File: src/rtl/spi_txn_sequencer.sv
// Command queue and transaction sequencer in front of the SPI master.
// Buffers host commands, launches one master transaction at a time, and
// returns the captured MISO data (or a start-timeout error) in command order.
module spi_txn_sequencer #(
  parameter int SLAVE_COUNT   = 4,
  parameter int CMD_DEPTH     = 4,
  parameter int RSP_DEPTH     = 4,
  parameter int START_TIMEOUT = 64,
  localparam int AW = (SLAVE_COUNT > 1) ? $clog2(SLAVE_COUNT) : 1
) (
  input  logic          sys_clk,
  input  logic          rst_n,
  // host command side
  input  logic          cmd_valid,
  output logic          cmd_ready,
  input  logic [AW-1:0] cmd_addr,
  input  logic [1:0]    cmd_len,
  input  logic [1:0]    cmd_mode,
  input  logic [31:0]   cmd_data,
  // host response side
  output logic          rsp_valid,
  input  logic          rsp_ready,
  output logic [31:0]   rsp_data,
  output logic [AW-1:0] rsp_addr,
  output logic          rsp_err,
  // SPI master side
  output logic          txn_en,
  output logic [1:0]    txn_len,
  output logic [1:0]    spi_mode,
  output logic [AW-1:0] s_addr,
  output logic [31:0]   tx_data_m,
  input  logic          busy_m,
  input  logic [31:0]   rx_data_m,
  output logic          idle
);

  localparam int CPW = $clog2(CMD_DEPTH);
  localparam int RPW = $clog2(RSP_DEPTH);
  localparam int TW  = $clog2(START_TIMEOUT + 1);
  localparam int CEW = AW + 36;  // {addr, len, mode, data}
  localparam int REW = AW + 33;  // {data, addr, err}

  localparam logic [CPW:0]  CMD_FULL = (CPW+1)'(CMD_DEPTH);
  localparam logic [RPW:0]  RSP_FULL = (RPW+1)'(RSP_DEPTH);
  localparam logic [TW-1:0] TO_LAST  = TW'(START_TIMEOUT - 1);

  typedef enum logic [1:0] {IDLE, LAUNCH, ACTIVE, CAPTURE} state_t;

  state_t r_state, w_nstate;

  // ---------------- command FIFO ----------------
  logic [CEW-1:0] r_cmd_mem [CMD_DEPTH];
  logic [CPW-1:0] r_cmd_wp, r_cmd_rp;
  logic [CPW:0]   r_cmd_cnt;
  logic           w_cmd_push, w_cmd_pop, w_cmd_empty;
  logic [CEW-1:0] w_cmd_head;

  assign cmd_ready   = (r_cmd_cnt != CMD_FULL);
  assign w_cmd_empty = (r_cmd_cnt == '0);
  assign w_cmd_push  = cmd_valid & cmd_ready;
  assign w_cmd_head  = r_cmd_mem[r_cmd_rp];

  // Command storage; contents need no reset since the count gates reads.
  always_ff @(posedge sys_clk) begin
    if (w_cmd_push) r_cmd_mem[r_cmd_wp] <= {cmd_addr, cmd_len, cmd_mode, cmd_data};
  end

  // Command pointers and occupancy; depth is a power of 2 so pointers wrap.
  always_ff @(posedge sys_clk or negedge rst_n) begin
    if (!rst_n) begin
      r_cmd_wp  <= '0;
      r_cmd_rp  <= '0;
      r_cmd_cnt <= '0;
    end else begin
      if (w_cmd_push) r_cmd_wp <= r_cmd_wp + 1'b1;
      if (w_cmd_pop)  r_cmd_rp <= r_cmd_rp + 1'b1;
      if (w_cmd_push && !w_cmd_pop)      r_cmd_cnt <= r_cmd_cnt + 1'b1;
      else if (!w_cmd_push && w_cmd_pop) r_cmd_cnt <= r_cmd_cnt - 1'b1;
    end
  end

  // ---------------- response FIFO (first-word-fall-through) ----------------
  logic [REW-1:0] r_rsp_mem [RSP_DEPTH];
  logic [RPW-1:0] r_rsp_wp, r_rsp_rp;
  logic [RPW:0]   r_rsp_cnt;
  logic           w_rsp_push, w_rsp_wr, w_rsp_pop, w_rsp_full;
  logic [REW-1:0] w_rsp_din, w_rsp_head;

  assign w_rsp_full = (r_rsp_cnt == RSP_FULL);
  assign rsp_valid  = (r_rsp_cnt != '0);
  assign w_rsp_pop  = rsp_valid & rsp_ready;
  // Slot reservation at launch means a push never meets a full FIFO;
  // the gate only keeps the FIFO self-consistent.
  assign w_rsp_wr   = w_rsp_push & (!w_rsp_full | w_rsp_pop);
  assign w_rsp_head = r_rsp_mem[r_rsp_rp];
  assign rsp_data   = rsp_valid ? w_rsp_head[REW-1 -: 32] : '0;
  assign rsp_addr   = rsp_valid ? w_rsp_head[AW:1]        : '0;
  assign rsp_err    = rsp_valid & w_rsp_head[0];

  // Response storage.
  always_ff @(posedge sys_clk) begin
    if (w_rsp_wr) r_rsp_mem[r_rsp_wp] <= w_rsp_din;
  end

  // Response pointers and occupancy.
  always_ff @(posedge sys_clk or negedge rst_n) begin
    if (!rst_n) begin
      r_rsp_wp  <= '0;
      r_rsp_rp  <= '0;
      r_rsp_cnt <= '0;
    end else begin
      if (w_rsp_wr)  r_rsp_wp <= r_rsp_wp + 1'b1;
      if (w_rsp_pop) r_rsp_rp <= r_rsp_rp + 1'b1;
      if (w_rsp_wr && !w_rsp_pop)      r_rsp_cnt <= r_rsp_cnt + 1'b1;
      else if (!w_rsp_wr && w_rsp_pop) r_rsp_cnt <= r_rsp_cnt - 1'b1;
    end
  end

  // ---------------- sequencer FSM ----------------
  logic [TW-1:0] r_cnt, w_cnt_nxt;
  logic          r_busy_q;
  logic [1:0]    r_txn_len, r_spi_mode;
  logic [AW-1:0] r_s_addr;
  logic [31:0]   r_tx_data;

  // State, start-timeout counter and busy_m history for edge detection.
  always_ff @(posedge sys_clk or negedge rst_n) begin
    if (!rst_n) begin
      r_state  <= IDLE;
      r_cnt    <= '0;
      r_busy_q <= 1'b0;
    end else begin
      r_state  <= w_nstate;
      r_cnt    <= w_cnt_nxt;
      r_busy_q <= busy_m;
    end
  end

  // Latch the popped command; fields stay stable until the next launch.
  always_ff @(posedge sys_clk or negedge rst_n) begin
    if (!rst_n) begin
      r_txn_len  <= '0;
      r_spi_mode <= '0;
      r_s_addr   <= '0;
      r_tx_data  <= '0;
    end else if (w_cmd_pop) begin
      {r_s_addr, r_txn_len, r_spi_mode, r_tx_data} <= w_cmd_head;
    end
  end

  // Next-state, FIFO pop/push and counter control.
  always_comb begin
    w_nstate   = r_state;
    w_cnt_nxt  = r_cnt;
    w_cmd_pop  = 1'b0;
    w_rsp_push = 1'b0;
    w_rsp_din  = '0;
    case (r_state)
      IDLE: begin
        // A pop in this same cycle is deliberately not counted as a free slot.
        if (!w_cmd_empty && !w_rsp_full) begin
          w_nstate  = LAUNCH;
          w_cmd_pop = 1'b1;
          w_cnt_nxt = '0;
        end
      end
      LAUNCH: begin
        if (busy_m) begin
          w_nstate  = ACTIVE;
          w_cnt_nxt = '0;
        end else if (r_cnt == TO_LAST) begin
          w_nstate   = IDLE;
          w_cnt_nxt  = '0;
          w_rsp_push = 1'b1;
          w_rsp_din  = {32'd0, r_s_addr, 1'b1};
        end else begin
          w_cnt_nxt = r_cnt + 1'b1;
        end
      end
      ACTIVE: begin
        if (r_busy_q && !busy_m) w_nstate = CAPTURE;
      end
      CAPTURE: begin
        w_nstate   = IDLE;
        w_rsp_push = 1'b1;
        w_rsp_din  = {rx_data_m, r_s_addr, 1'b0};
      end
      default: w_nstate = IDLE;
    endcase
  end

  // Derived from registered state so reset drops txn_en immediately.
  assign txn_en    = (r_state == LAUNCH);
  assign txn_len   = r_txn_len;
  assign spi_mode  = r_spi_mode;
  assign s_addr    = r_s_addr;
  assign tx_data_m = r_tx_data;
  assign idle      = (r_state == IDLE) & w_cmd_empty & !rsp_valid;

endmodule

File: config.mk
export PLATFORM = sky130hd
export DESIGN_NAME = spi_txn_sequencer
export DESIGN_NICKNAME = d
export VERILOG_FILES = /design/src/rtl/spi_txn_sequencer.sv
export SDC_FILE = /design/constraint.sdc
export NUM_CORES = 1
export LEC_CHECK = 0
export ABC_CLOCK_PERIOD_IN_PS = 4300
export CORE_ASPECT_RATIO = 1.1
export CORE_MARGIN = 1
export CORE_UTILIZATION = 60
export DETAILED_ROUTE_END_ITERATION = 12
export GPL_TIMING_DRIVEN = 0
export PLACE_DENSITY = 0.84
export SYNTH_ARGS = -nofsm -noshare
export SYNTH_HDL_FRONTEND = slang
export SYNTH_SLANG_ARGS = --single-unit
File: constraint.sdc
create_clock -name sys_clk -period 4.3 [get_ports sys_clk]
set_clock_uncertainty 0.05 [all_clocks]
set_input_delay 0.86 -clock sys_clk [delete_from_list [all_inputs] [get_ports sys_clk]]
set_output_delay 0.86 -clock sys_clk [all_outputs]
set_load 0.1 [all_outputs]
==> insert_results.sql, run 1 <==
INSERT INTO impl_metrics (metric_group, metric, value, unit) VALUES
('synth', 'synth_async_sr_flop_share', '0.175', ''),
('critical_path', 'critPathMaxStageDelay', '1.12', 'ns'),
('route', 'finalWirelength', '26500', 'um'),
('clock_network', 'cts_buffer_depth', '3', ''),
('cells_and_area', 'multi_input_area', '3350', 'um2'),
('hold_path', 'worst_hold_path_type', 'input port to async pin', ''),
('clock_network', 'clk_transition_reported_paths', '0.06', 'ns'),
('sta', 'max-slew-margin-rel', '0.301', ''),
('grt', 'grt_start_max_net_pins', '63', ''),
('route', 'drc', '0', ''),
('floorplanning', 'initial_core_util', '0.619', ''),
('critical_path', 'critPathMostFrequentCell', 'sky130_fd_sc_hd__clkbuf_1', ''),
('clock_network', 'tritoncts_clock_tree', 'done', ''),
('route', 'viasPerCell', '5.83', ''),
('critical_path', 'critPathTopFamily', 'buffers and inverters', ''),
('sta', 'timing.final.max_slew_violations', '0', ''),
('placement', 'port_buffers', '151', ''),
('synth', 'synth_warnings', '0', ''),
('grt', 'grt.overflow.total', '0', ''),
('synth', 'synthMuxAreaShare', '0.162', ''),
('cells_and_area', 'regArea', '10300', 'um2'),
('run_status', 'status', 'finished clean', ''),
('sta', 'final.setup.tns', '0', 'ns'),
('synth', 'synth_compound_gate_area_share', '0.00839', ''),
('placement', 'globalplace.congestion', '0.807', ''),
('critical_path', 'critical-path-slowest-cell', 'sky130_fd_sc_hd__clkdlybuf4s50_1', ''),
('route', 'dr.pass1.iters', '5', ''),
('cells_and_area', 'final-instance-count-excl-fill', '1182', ''),
('critical_path', 'worstSetupPathDepth', '5', ''),
('synth', 'dominant_combinational_cell_family_by_area_after_synthesis', 'multiplexers', ''),
('sta', 'final_period_demand_of_the_worst_path', '4.11', 'ns'),
('synth', 'post_synthesis_net_count', '753', ''),
('critical_path', 'path_buf_inv', '3', ''),
('clock_network', 'worstSkewPairLatency', '0.51', 'ns'),
('cells_and_area', 'finish.net_count', '948', ''),
('route', 'first_iter_violations', '357', ''),
('floorplanning', 'dieArea', '23700', 'um2'),
('route', 'via_count', '6896', ''),
('cells_and_area', 'insertedDiodeCount', '0', ''),
('synth', 'post_synth_inst_count', '665', ''),
('synth', 'synth_seq_area_share', '0.744', ''),
('grt', 'grt_first_pass_wirelength', '41700', 'um'),
('critical_path', 'category_of_the_most_critical_setup_path', 'flip-flop to output pin', ''),
('floorplanning', 'core_area', '22400', 'um2'),
('placement', 'placedCellCount', '1118', ''),
('sta', 'setup_repair_after_global_routing_missed_its_margin', 'no', ''),
('critical_path', 'critical_path.endpoint_type', 'output pin', ''),
('job', 'maxCapViolations', '0', ''),
('sta', 'final_setup_vio_count', '0', ''),
('critical_path', 'worst-endpoint-required', '3.39', 'ns'),
('sta', 'number_of_hold_violations_in_the_final_report', '0', ''),
('cells_and_area', 'post_route_cells_drive_above_1_share', '0.225', ''),
('route', 'drt-wirelength-per-cell', '22.4', 'um'),
('synth', 'count_of_flip_flops_with_a_built_in_enable_after_synthesis', '292', ''),
('synth', 'synth_seq_cells', '354', ''),
('cells_and_area', 'fill_cells', '1224', ''),
('critical_path', 'timing.critical_path.arrival', '3.20', 'ns'),
('route', 'final_antenna_net_count', '0', ''),
('floorplanning', 'die_h', '161', 'um'),
('critical_path', 'reg2regPathDepth', '6', ''),
('synth', 'netlist_area', '13900', 'um2'),
('synth', 'xor_xnor_share_of_the_synthesized_area', '0.00884', ''),
('synth', 'post_synth_adder_cell_area', '0.0128', ''),
('critical_path', 'crit_chain', 'or3_1 > clkbuf_1 > clkbuf_1 > and2_1 > clkdlybuf4s50_1', ''),
('sta', 'max_clock_freq', '243', 'MHz'),
('critical_path', 'worstPathMaxFanout', '10', ''),
('synth', 'synth_simple_gate_area_share', '0.0477', ''),
('placement', 'dp_hpwl', '17200', 'um'),
('synth', 'synth.distinct_cells', '45', ''),
('grt', 'antenna_found_initial', '0', ''),
('synth', 'syn-mean-instance-area', '20.9', 'um2');
flip-flops by register name (all words and copies together), names as in the netlist, 3 cells and up, named ones only:
signal,count
r_cmd_cnt,3
r_rsp_cnt,3
r_cmd_mem,152
r_cnt,7
r_rsp_mem,140
tx_data_m,32
area by class of cell:
class                      count  area share
sequential                   354       0.607
multi-input combinational    267       0.197
timing repair buffer         158      0.0994
clock buffer                  52      0.0576
tap                          295      0.0217
buffer                        36      0.0110
clock inverter                12     0.00449
inverter                       8     0.00177
metrics by stage:
step | setup slack (ns) | area [um2] | util
3_3_place_gp | 0.0625 | 15800 | 0.704
2_1_floorplan | 0.701 | 13900 | -
6_report | 0.191 | 17000 | 0.759
3_5_place_dp | 0.636 | 15900 | 0.711
5_1_grt | 0.000338 | 17000 | 0.759
4_1_cts | 0.136 | 17000 | 0.759
cell usage after synthesis (all sizes together), types with 2 or more instances:
cell | instances | area share
a21oi | 2 | 0.00072
a31oi | 2 | 0.00090
and2 | 42 | 0.019
and3 | 38 | 0.017
buf | 16 | 0.0081
clkbuf | 20 | 0.0054
dfrtp | 62 | 0.11
edfxtp | 292 | 0.63
fa | 2 | 0.0029
ha | 11 | 0.0099
inv | 8 | 0.0022
mux2 | 42 | 0.044
mux4 | 73 | 0.12
nand2 | 7 | 0.0019
nand3 | 2 | 0.00072
nor2 | 7 | 0.0019
nor3b | 2 | 0.0011
o21a | 2 | 0.0012
o21ai | 3 | 0.0011
o2bb2ai | 2 | 0.0013
or3 | 2 | 0.0013
xnor2 | 9 | 0.0057
xor2 | 5 | 0.0032
cell usage in the layout, fill, tap and decap left out, types with 2 or more instances in the layout:
cell                              count
sky130_fd_sc_hd__xor2_1               5
sky130_fd_sc_hd__nand2_1              7
sky130_fd_sc_hd__inv_6                3
sky130_fd_sc_hd__buf_16               4
sky130_fd_sc_hd__buf_2                9
sky130_fd_sc_hd__edfxtp_1           292
sky130_fd_sc_hd__buf_4                2
sky130_fd_sc_hd__ha_1                11
sky130_fd_sc_hd__a31oi_1              2
sky130_fd_sc_hd__clkbuf_8             4
sky130_fd_sc_hd__mux4_2              73
sky130_fd_sc_hd__inv_1                8
sky130_fd_sc_hd__o21ai_0              3
sky130_fd_sc_hd__clkbuf_16           35
sky130_fd_sc_hd__dfrtp_1             62
sky130_fd_sc_hd__buf_6                5
sky130_fd_sc_hd__o2bb2ai_1            2
sky130_fd_sc_hd__nand3_1              2
sky130_fd_sc_hd__fa_1                 2
sky130_fd_sc_hd__dlymetal6s2s_1       4
sky130_fd_sc_hd__nor3b_1              2
sky130_fd_sc_hd__and2_1              37
sky130_fd_sc_hd__nor2_1               7
sky130_fd_sc_hd__mux2_4              36
sky130_fd_sc_hd__clkdlybuf4s50_1    146
sky130_fd_sc_hd__mux2_2               5
sky130_fd_sc_hd__and3_2               4
sky130_fd_sc_hd__clkinv_2             7
sky130_fd_sc_hd__clkbuf_1            33
sky130_fd_sc_hd__buf_12               3
sky130_fd_sc_hd__a21oi_1              2
sky130_fd_sc_hd__and2_2               4
sky130_fd_sc_hd__xnor2_1              9
sky130_fd_sc_hd__and3_1              34
metal layers:
metal  up-vias  part of all wire  track usage
li1       3034                 -            -
met1      3557              0.38        0.289
met2       265              0.54        0.419
met3        40             0.066       0.0534
met4         0             0.020       0.0708
met5         -                 0            0
logic make-up after synthesis:
group | Yosys count
compound gates | 16
xor+xnor | 14
fa+ha+maj | 13
buf+inv | 44
flops | 354
mux | 115
simple gates | 109
worst reg2reg max path, stage by stage, from the launching register on:
cell	delay (ns)
sky130_fd_sc_hd__dfrtp_1	0.40
sky130_fd_sc_hd__ha_1	0.20
sky130_fd_sc_hd__and3_1	0.16
sky130_fd_sc_hd__clkbuf_1	0.22
sky130_fd_sc_hd__a32o_1	0.28
sky130_fd_sc_hd__o21a_2	0.23
sky130_fd_sc_hd__and2_2	0.80
worst paths after layout:
path	to	from	slack (ns)
min in group sys_clk	r_rsp_cnt[2]	r_rsp_cnt[2]	0.45
max in group asynchronous	s_addr[0]	rst_n	3.21
min reg2reg	r_rsp_cnt[2]	r_rsp_cnt[2]	0.45
min	tx_data_m[26]	rst_n	0.41
max reg2reg	r_rsp_mem[2][22]	r_cnt[0]	1.58
max	rsp_data[20]	r_rsp_cnt[0]	0.19
what timing repair did:
| item | 4_1_cts | 5_1_grt |
|---|---|---|
| endpoints found under the setup margin | 0 | 4 |
| hold buffers | 0 | 0 |
| gates resized for setup | 0 | 4 |
Power of run 1 is left out: the tool's default activity adds up to more than one toggle a clock period on the data nets, which glitch-free logic cannot reach.
==> run 2, diff against run 1 <==
- ABC_AREA: not set -> 1
==> insert_results.sql, run 2 <==
INSERT INTO impl_metrics (metric_group, metric, value, unit) VALUES
('synth', 'post_synthesis_net_count', '1304', ''),
('placement', 'globalplace.congestion', '0.805', ''),
('critical_path', 'timing.critical_path.arrival', '3.32', 'ns'),
('synth', 'synth.most_common_cell', 'sky130_fd_sc_hd__nor2_1', ''),
('synth', 'netlist_area', '14200', 'um2'),
('synth', 'ys_flop_type', 'sky130_fd_sc_hd__edfxtp_1', ''),
('floorplanning', 'fp.dieW', '149', 'um'),
('grt', 'grt_usage', '0.281', ''),
('clock_network', 'postCtsSetupRepairBufs', '0', ''),
('route', 'via_count', '9851', ''),
('sta', 'final_setup_vio_count', '0', ''),
('synth', 'synth_seq_cells', '354', ''),
('cells_and_area', 'regMostFlops', 'r_cmd_mem', ''),
('route', 'dr.pass1.iters', '5', ''),
('floorplanning', 'dieArea', '24300', 'um2'),
('placement', 'placedCellCount', '1675', ''),
('critical_path', 'worstPathMaxFanout', '10', ''),
('clock_network', 'postCtsHoldBufs', '0', ''),
('critical_path', 'category_of_the_most_critical_setup_path', 'flip-flop to output pin', ''),
('clock_network', 'library_cell_used_as_clock_root_buffer', 'sky130_fd_sc_hd__clkbuf_16', ''),
('sta', 'worst_slew_pin_slew', '1.07', 'ns'),
('clock_network', 'cts_htree_levels', '2', ''),
('floorplanning', 'row_count', '58', ''),
('critical_path', 'start_kind', 'flip-flop', ''),
('synth', 'synth_common_cells', '309 x sky130_fd_sc_hd__nor2_1, 292 x sky130_fd_sc_hd__edfxtp_1, 138 x sky130_fd_sc_hd__nand2_1', ''),
('synth', 'yosys.area.top_type', 'sky130_fd_sc_hd__edfxtp_1', ''),
('synth', 'post_synth_inst_count', '1216', ''),
('floorplanning', 'design.portCount', '152', ''),
('cells_and_area', 'area.growth.synth_to_final', '23.1', '%'),
('cells_and_area', 'final-instance-count-excl-fill', '1737', ''),
('clock_network', 'cts_buffer_depth', '3', ''),
('grt', 'grt.overflow.total', '0', ''),
('floorplanning', 'initial_core_util', '0.617', ''),
('clock_network', 'cts_buffers', '34', ''),
('synth', 'synth_async_sr_flop_share', '0.175', ''),
('grt', 'grt_first_pass_wirelength', '51100', 'um'),
('critical_path', 'crit-reg2reg-capture', 'r_rsp_cnt[1]', ''),
('route', 'final_antenna_net_count', '0', ''),
('grt', 'grt_pass1_vias', '9909', ''),
('synth', 'synth_warnings', '0', ''),
('sta', 'timing.final.max_slew_violations', '0', ''),
('synth', 'synth_seq_area_share', '0.727', ''),
('clock_network', 'tritoncts_clock_tree', 'done', ''),
('cells_and_area', 'final_common_cell', 'sky130_fd_sc_hd__nor2_1', ''),
('critical_path', 'worstReg2RegStart', 'r_cnt[1]', ''),
('sta', 'period_share', '0.984', ''),
('placement', 'port_buffers', '151', ''),
('synth', 'synth.distinct_cells', '28', ''),
('clock_network', 'clk_transition_reported_paths', '0.06', 'ns'),
('job', 'maxCapViolations', '0', ''),
('cells_and_area', 'largest_reg_flops', '152', ''),
('critical_path', 'regToRegSetupSlack', '1.66', 'ns'),
('floorplanning', 'core_area', '23000', 'um2'),
('critical_path', 'critical_path.endpoint_type', 'output pin', ''),
('critical_path', 'worst-endpoint-required', '3.39', 'ns'),
('run_status', 'status', 'finished clean', ''),
('sta', 'number_of_hold_violations_in_the_final_report', '0', ''),
('cells_and_area', 'post_route_cells_drive_above_1_share', '0.0829', ''),
('route', 'drt-wirelength-per-cell', '19.2', 'um'),
('sta', 'max_clock_freq', '236', 'MHz'),
('floorplanning', 'die_h', '163', 'um'),
('route', 'drc', '0', ''),
('hold_path', 'worst_hold_path_type', 'input port to async pin', ''),
('clock_network', 'clkSinkCount', '354', ''),
('sta', 'final_period_demand_of_the_worst_path', '4.23', 'ns'),
('synth', 'synth_top_area_frac', '0.618', ''),
('route', 'finalWirelength', '33300', 'um'),
('synth', 'netlist_top_cells_area', 'sky130_fd_sc_hd__edfxtp_1 62%, sky130_fd_sc_hd__dfrtp_1 11%, sky130_fd_sc_hd__nor2_1 8.2%', ''),
('grt', 'grt_start_max_net_pins', '63', ''),
('sta', 'setup_repair_after_global_routing_missed_its_margin', 'no', ''),
('cells_and_area', 'finish.net_count', '1499', ''),
('route', 'viasPerCell', '5.67', ''),
('grt', 'antenna_found_initial', '3', ''),
('placement', 'dp_hpwl', '20500', 'um'),
('critical_path', 'reg2regPathDepth', '11', ''),
('route', 'first_iter_violations', '950', ''),
('clock_network', 'worstSkewPairLatency', '0.52', 'ns'),
('sta', 'max-slew-margin-rel', '0.285', ''),
('synth', 'syn-mean-instance-area', '11.7', 'um2'),
('synth', 'count_of_flip_flops_with_a_built_in_enable_after_synthesis', '292', ''),
('cells_and_area', 'final_cell_mix', '301 x sky130_fd_sc_hd__nor2_1, 292 x sky130_fd_sc_hd__edfxtp_1, 147 x sky130_fd_sc_hd__clkdlybuf4s50_1, 138 x sky130_fd_sc_hd__nand2_1, 135 x sky130_fd_sc_hd__o21ai_0', '');
## run 2: cell types whose count changed after synthesis, moves of 41 or more
cell / before / now
sky130_fd_sc_hd__nor2_1: 7 / 309
sky130_fd_sc_hd__and2_1: 41 / 0
sky130_fd_sc_hd__mux4_2: 73 / 0
sky130_fd_sc_hd__o21ai_0: 3 / 135
sky130_fd_sc_hd__o21ai_1: 0 / 58
sky130_fd_sc_hd__nand2_1: 7 / 138
sky130_fd_sc_hd__inv_1: 8 / 65
## run 2: cell type report
class	instances	area [um2]
Buffer	60	310
Multi-Input combinational cell	729	3340
Inverter	73	274
Antenna cell	1	2.50
Clock inverter	15	160
Timing Repair Buffer	159	1690
Sequential cell	354	10300
Tap cell	300	375
Clock buffer	46	990
Fill cell	1319	5540
## run 2: worst max-delay path, stage by stage (launching register included)
cell                              delay (ns)
sky130_fd_sc_hd__dfrtp_1                0.37
sky130_fd_sc_hd__buf_2                  0.18
sky130_fd_sc_hd__inv_2                  0.17
sky130_fd_sc_hd__clkbuf_1               0.41
sky130_fd_sc_hd__o21ai_0                0.20
sky130_fd_sc_hd__a21oi_1                0.27
sky130_fd_sc_hd__clkdlybuf4s50_1        1.19
## run 2: worst max-delay path by stage
stage	start	end	slack, ns	cells past startpoint
final	r_rsp_rp[0]	rsp_data[30]	0.07	6
after global routing	r_rsp_rp[0]	rsp_data[30]	0.01	6
after CTS	r_rsp_rp[0]	rsp_addr[0]	0.03	6
after detailed placement	r_rsp_rp[0]	rsp_data[30]	0.65	6
after global placement	busy_m	r_rsp_mem[0][23]	-0.69	6
after floorplan	r_rsp_cnt[1]	idle	0.26	3
## run 2: timing repair
action / in CTS / in global routing
endpoints found under the setup margin: 0 / 3
gates resized for setup: 0 / 3
hold endpoints to repair: 0 / 0
## run 2: kinds of logic after synthesis
group / share of synthesized area
and+or+nand+nor: 0.128
DFF: 0.727
AOI/OAI and AO/OA: 0.0841
buffers and inverters: 0.0412
adders and majority gates: 0.0125
xor gates and xnor gates: 0.00556
muxes: 0.000794
## run 2: metal layers
metal  track usage  part of all wire  up-vias
met4         0.125             0.030        4
li1              -                 -     4530
met3        0.0592             0.091       85
met5             0           0.00081        -
met1         0.332              0.36     4731
met2         0.495              0.52      501
## run 2: metrics by stage
step | setup WS [ns] | utilization | hold WS (ns) | TNS, ns | instance area, um2
global route | 0.00999 | 0.759 | 0.449 | 0 | 17500
CTS | 0.0265 | 0.759 | 0.431 | 0 | 17500
global placement | -0.687 | 0.699 | 0.413 | -165.08 | 16100
detailed placement | 0.653 | 0.709 | 0.415 | 0 | 16300
finish | 0.0675 | 0.759 | 0.422 | 0 | 17500
floorplan | 0.255 | - | 0.421 | 0 | 14200
Power of run 2 is left out for the same reason.
==> run 3, diff against run 2 <==
- ABC_CLOCK_PERIOD_IN_PS: 4300 -> 3400
- CORE_UTILIZATION: 60 -> 51
- PLACE_DENSITY: 0.84 -> 0.76
- clock period: 4.3 -> 3.4 ns (I/O delays scaled with it)
==> insert_results.sql, run 3 (synthesis results as in run 2) <==
INSERT INTO impl_metrics (metric_group, metric, value, unit) VALUES
('route', 'viasPerCell', '5.32', ''),
('route', 'finalWirelength', '32500', 'um'),
('critical_path', 'category_of_the_most_critical_setup_path', 'flip-flop to output pin', ''),
('sta', 'number_of_hold_violations_in_the_final_report', '0', ''),
('cells_and_area', 'post_route_cells_drive_above_1_share', '0.111', ''),
('job', 'maxCapViolations', '0', ''),
('critical_path', 'regToRegSetupSlack', '0.75', 'ns'),
('sta', 'max-slew-margin-rel', '0.268', ''),
('route', 'final_antenna_net_count', '0', ''),
('route', 'via_count', '9552', ''),
('clock_network', 'postCtsHoldBufs', '0', ''),
('clock_network', 'clkSinkCount', '354', ''),
('clock_network', 'clk_transition_reported_paths', '0.07', 'ns'),
('placement', 'port_buffers', '151', ''),
('critical_path', 'start_kind', 'flip-flop', ''),
('clock_network', 'cts_htree_levels', '2', ''),
('route', 'dr.pass1.iters', '5', ''),
('sta', 'worst_slew_pin_slew', '1.09', 'ns'),
('floorplanning', 'die_h', '177', 'um'),
('floorplanning', 'dieArea', '28500', 'um2'),
('critical_path', 'worstPathMaxFanout', '9', ''),
('placement', 'globalplace.congestion', '0.811', ''),
('cells_and_area', 'final_common_cell', 'sky130_fd_sc_hd__nor2_1', ''),
('critical_path', 'reg2regPathDepth', '11', ''),
('sta', 'final_period_demand_of_the_worst_path', '3.29', 'ns'),
('clock_network', 'library_cell_used_as_clock_root_buffer', 'sky130_fd_sc_hd__clkbuf_16', ''),
('grt', 'grt_first_pass_wirelength', '51100', 'um'),
('clock_network', 'postCtsSetupRepairBufs', '0', ''),
('grt', 'grt_pass1_vias', '9707', ''),
('grt', 'antenna_found_initial', '1', ''),
('critical_path', 'worst_setup_path_endpoint', 'rsp_valid', ''),
('cells_and_area', 'final-instance-count-excl-fill', '1796', ''),
('sta', 'timing.final.max_slew_violations', '0', ''),
('clock_network', 'cts_buffer_depth', '3', ''),
('floorplanning', 'design.portCount', '152', ''),
('grt', 'grt_usage', '0.233', ''),
('grt', 'grt_start_max_net_pins', '63', ''),
('clock_network', 'cts_buffers', '35', ''),
('critical_path', 'worstReg2RegStart', 'r_cnt[0]', ''),
('sta', 'max_clock_freq', '304', 'MHz'),
('floorplanning', 'initial_core_util', '0.523', ''),
('grt', 'grt.overflow.total', '0', ''),
('placement', 'dp_hpwl', '20800', 'um'),
('cells_and_area', 'area.growth.synth_to_final', '22.9', '%'),
('critical_path', 'crit-reg2reg-capture', 'r_rsp_cnt[1]', ''),
('cells_and_area', 'insertedDiodeCount', '0', ''),
('run_status', 'status', 'finished clean', ''),
('clock_network', 'tritoncts_clock_tree', 'done', ''),
('cells_and_area', 'final_cell_mix', '301 x sky130_fd_sc_hd__nor2_1, 292 x sky130_fd_sc_hd__edfxtp_1, 138 x sky130_fd_sc_hd__nand2_1, 135 x sky130_fd_sc_hd__o21ai_0, 114 x sky130_fd_sc_hd__clkdlybuf4s50_1', ''),
('sta', 'setup_repair_after_global_routing_missed_its_margin', 'no', ''),
('route', 'first_iter_violations', '736', ''),
('critical_path', 'worstSetupStartpoint', 'r_rsp_cnt[1]', ''),
('critical_path', 'worst-endpoint-required', '2.67', 'ns'),
('placement', 'placedCellCount', '1732', ''),
('sta', 'final_setup_vio_count', '0', ''),
('hold_path', 'worst_hold_path_type', 'input port to async pin', ''),
('clock_network', 'worstSkewPairLatency', '0.52', 'ns'),
('route', 'drc', '0', ''),
('floorplanning', 'fp.dieW', '161', 'um'),
('cells_and_area', 'finish.net_count', '1500', ''),
('cells_and_area', 'regMostFlops', 'r_cmd_mem', ''),
('cells_and_area', 'largest_reg_flops', '152', ''),
('route', 'drt-wirelength-per-cell', '18.1', 'um'),
('floorplanning', 'row_count', '63', ''),
('sta', 'period_share', '0.967', ''),
('critical_path', 'timing.critical_path.arrival', '2.56', 'ns'),
('floorplanning', 'core_area', '27100', 'um2'),
('critical_path', 'critical_path.endpoint_type', 'output pin', '');
-- run 3: cell count changes in the layout (fill, tap and decap cells not counted), moves of 3 or more --
cell,previous run,this run
sky130_fd_sc_hd__clkdlybuf4s50_1,147,114
sky130_fd_sc_hd__buf_2,23,44
sky130_fd_sc_hd__clkbuf_4,0,7
sky130_fd_sc_hd__clkdlybuf4s18_2,0,5
sky130_fd_sc_hd__clkbuf_2,0,4
sky130_fd_sc_hd__dlymetal6s2s_1,3,0
sky130_fd_sc_hd__inv_6,0,3
-- run 3: worst min path at each step --
stage                  startpoint             to
floorplan                   rst_n      async pin
CTS                         rst_n  tx_data_m[17]
global route                rst_n  tx_data_m[17]
detailed placement  tx_data_m[27]  tx_data_m[27]
finish                      rst_n  tx_data_m[15]
global placement     tx_data_m[1]   tx_data_m[1]
-- run 3: repair_timing --
action                                  4_1_cts  5_1_grt
hold endpoints to repair                      0        0
pin swaps                                     0        0
gates resized for setup                     120       62
endpoints found under the setup margin       36       33
-- run 3: layer usage --
metal | vias to the layer above | share of wire | global-route usage
li1 | 4532 | - | -
met1 | 4602 | 0.39 | 0.288
met2 | 362 | 0.51 | 0.415
met3 | 54 | 0.073 | 0.0462
met4 | 2 | 0.020 | 0.0676
met5 | - | 0.00040 | 0
-- run 3: final cells by class --
type	count	area, um2
Buffer	60	315
Clock buffer	48	965
Clock inverter	16	190
Fill cell	1999	9680
Inverter	73	274
Multi-Input combinational cell	729	3350
Sequential cell	354	10300
Tap cell	357	447
Timing Repair Buffer	159	1580
-- run 3: stage by stage --
stage | setup WS (ns) | setup TNS, ns | cell area (um2) | utilization | hold WS (ns)
6_report | 0.113 | 0 | 17400 | 0.643 | 0.221
5_1_grt | 0.00462 | 0 | 17400 | 0.643 | 0.297
4_1_cts | 0.0000160 | 0 | 17600 | 0.647 | 0.260
3_3_place_gp | -1.46 | -434.97 | 16100 | 0.596 | 0.413
3_5_place_dp | -0.0886 | -0.626 | 16400 | 0.605 | 0.414
2_1_floorplan | -0.265 | -40.22 | 14200 | - | 0.334
-- run 3: critical path, cell delays in order (launching register included) --
cell                              delay (ns)
sky130_fd_sc_hd__dfrtp_1                0.44
sky130_fd_sc_hd__nor3_4                 0.48
sky130_fd_sc_hd__inv_2                  0.13
sky130_fd_sc_hd__clkdlybuf4s50_1        0.99
Power of run 3 is left out for the same reason.
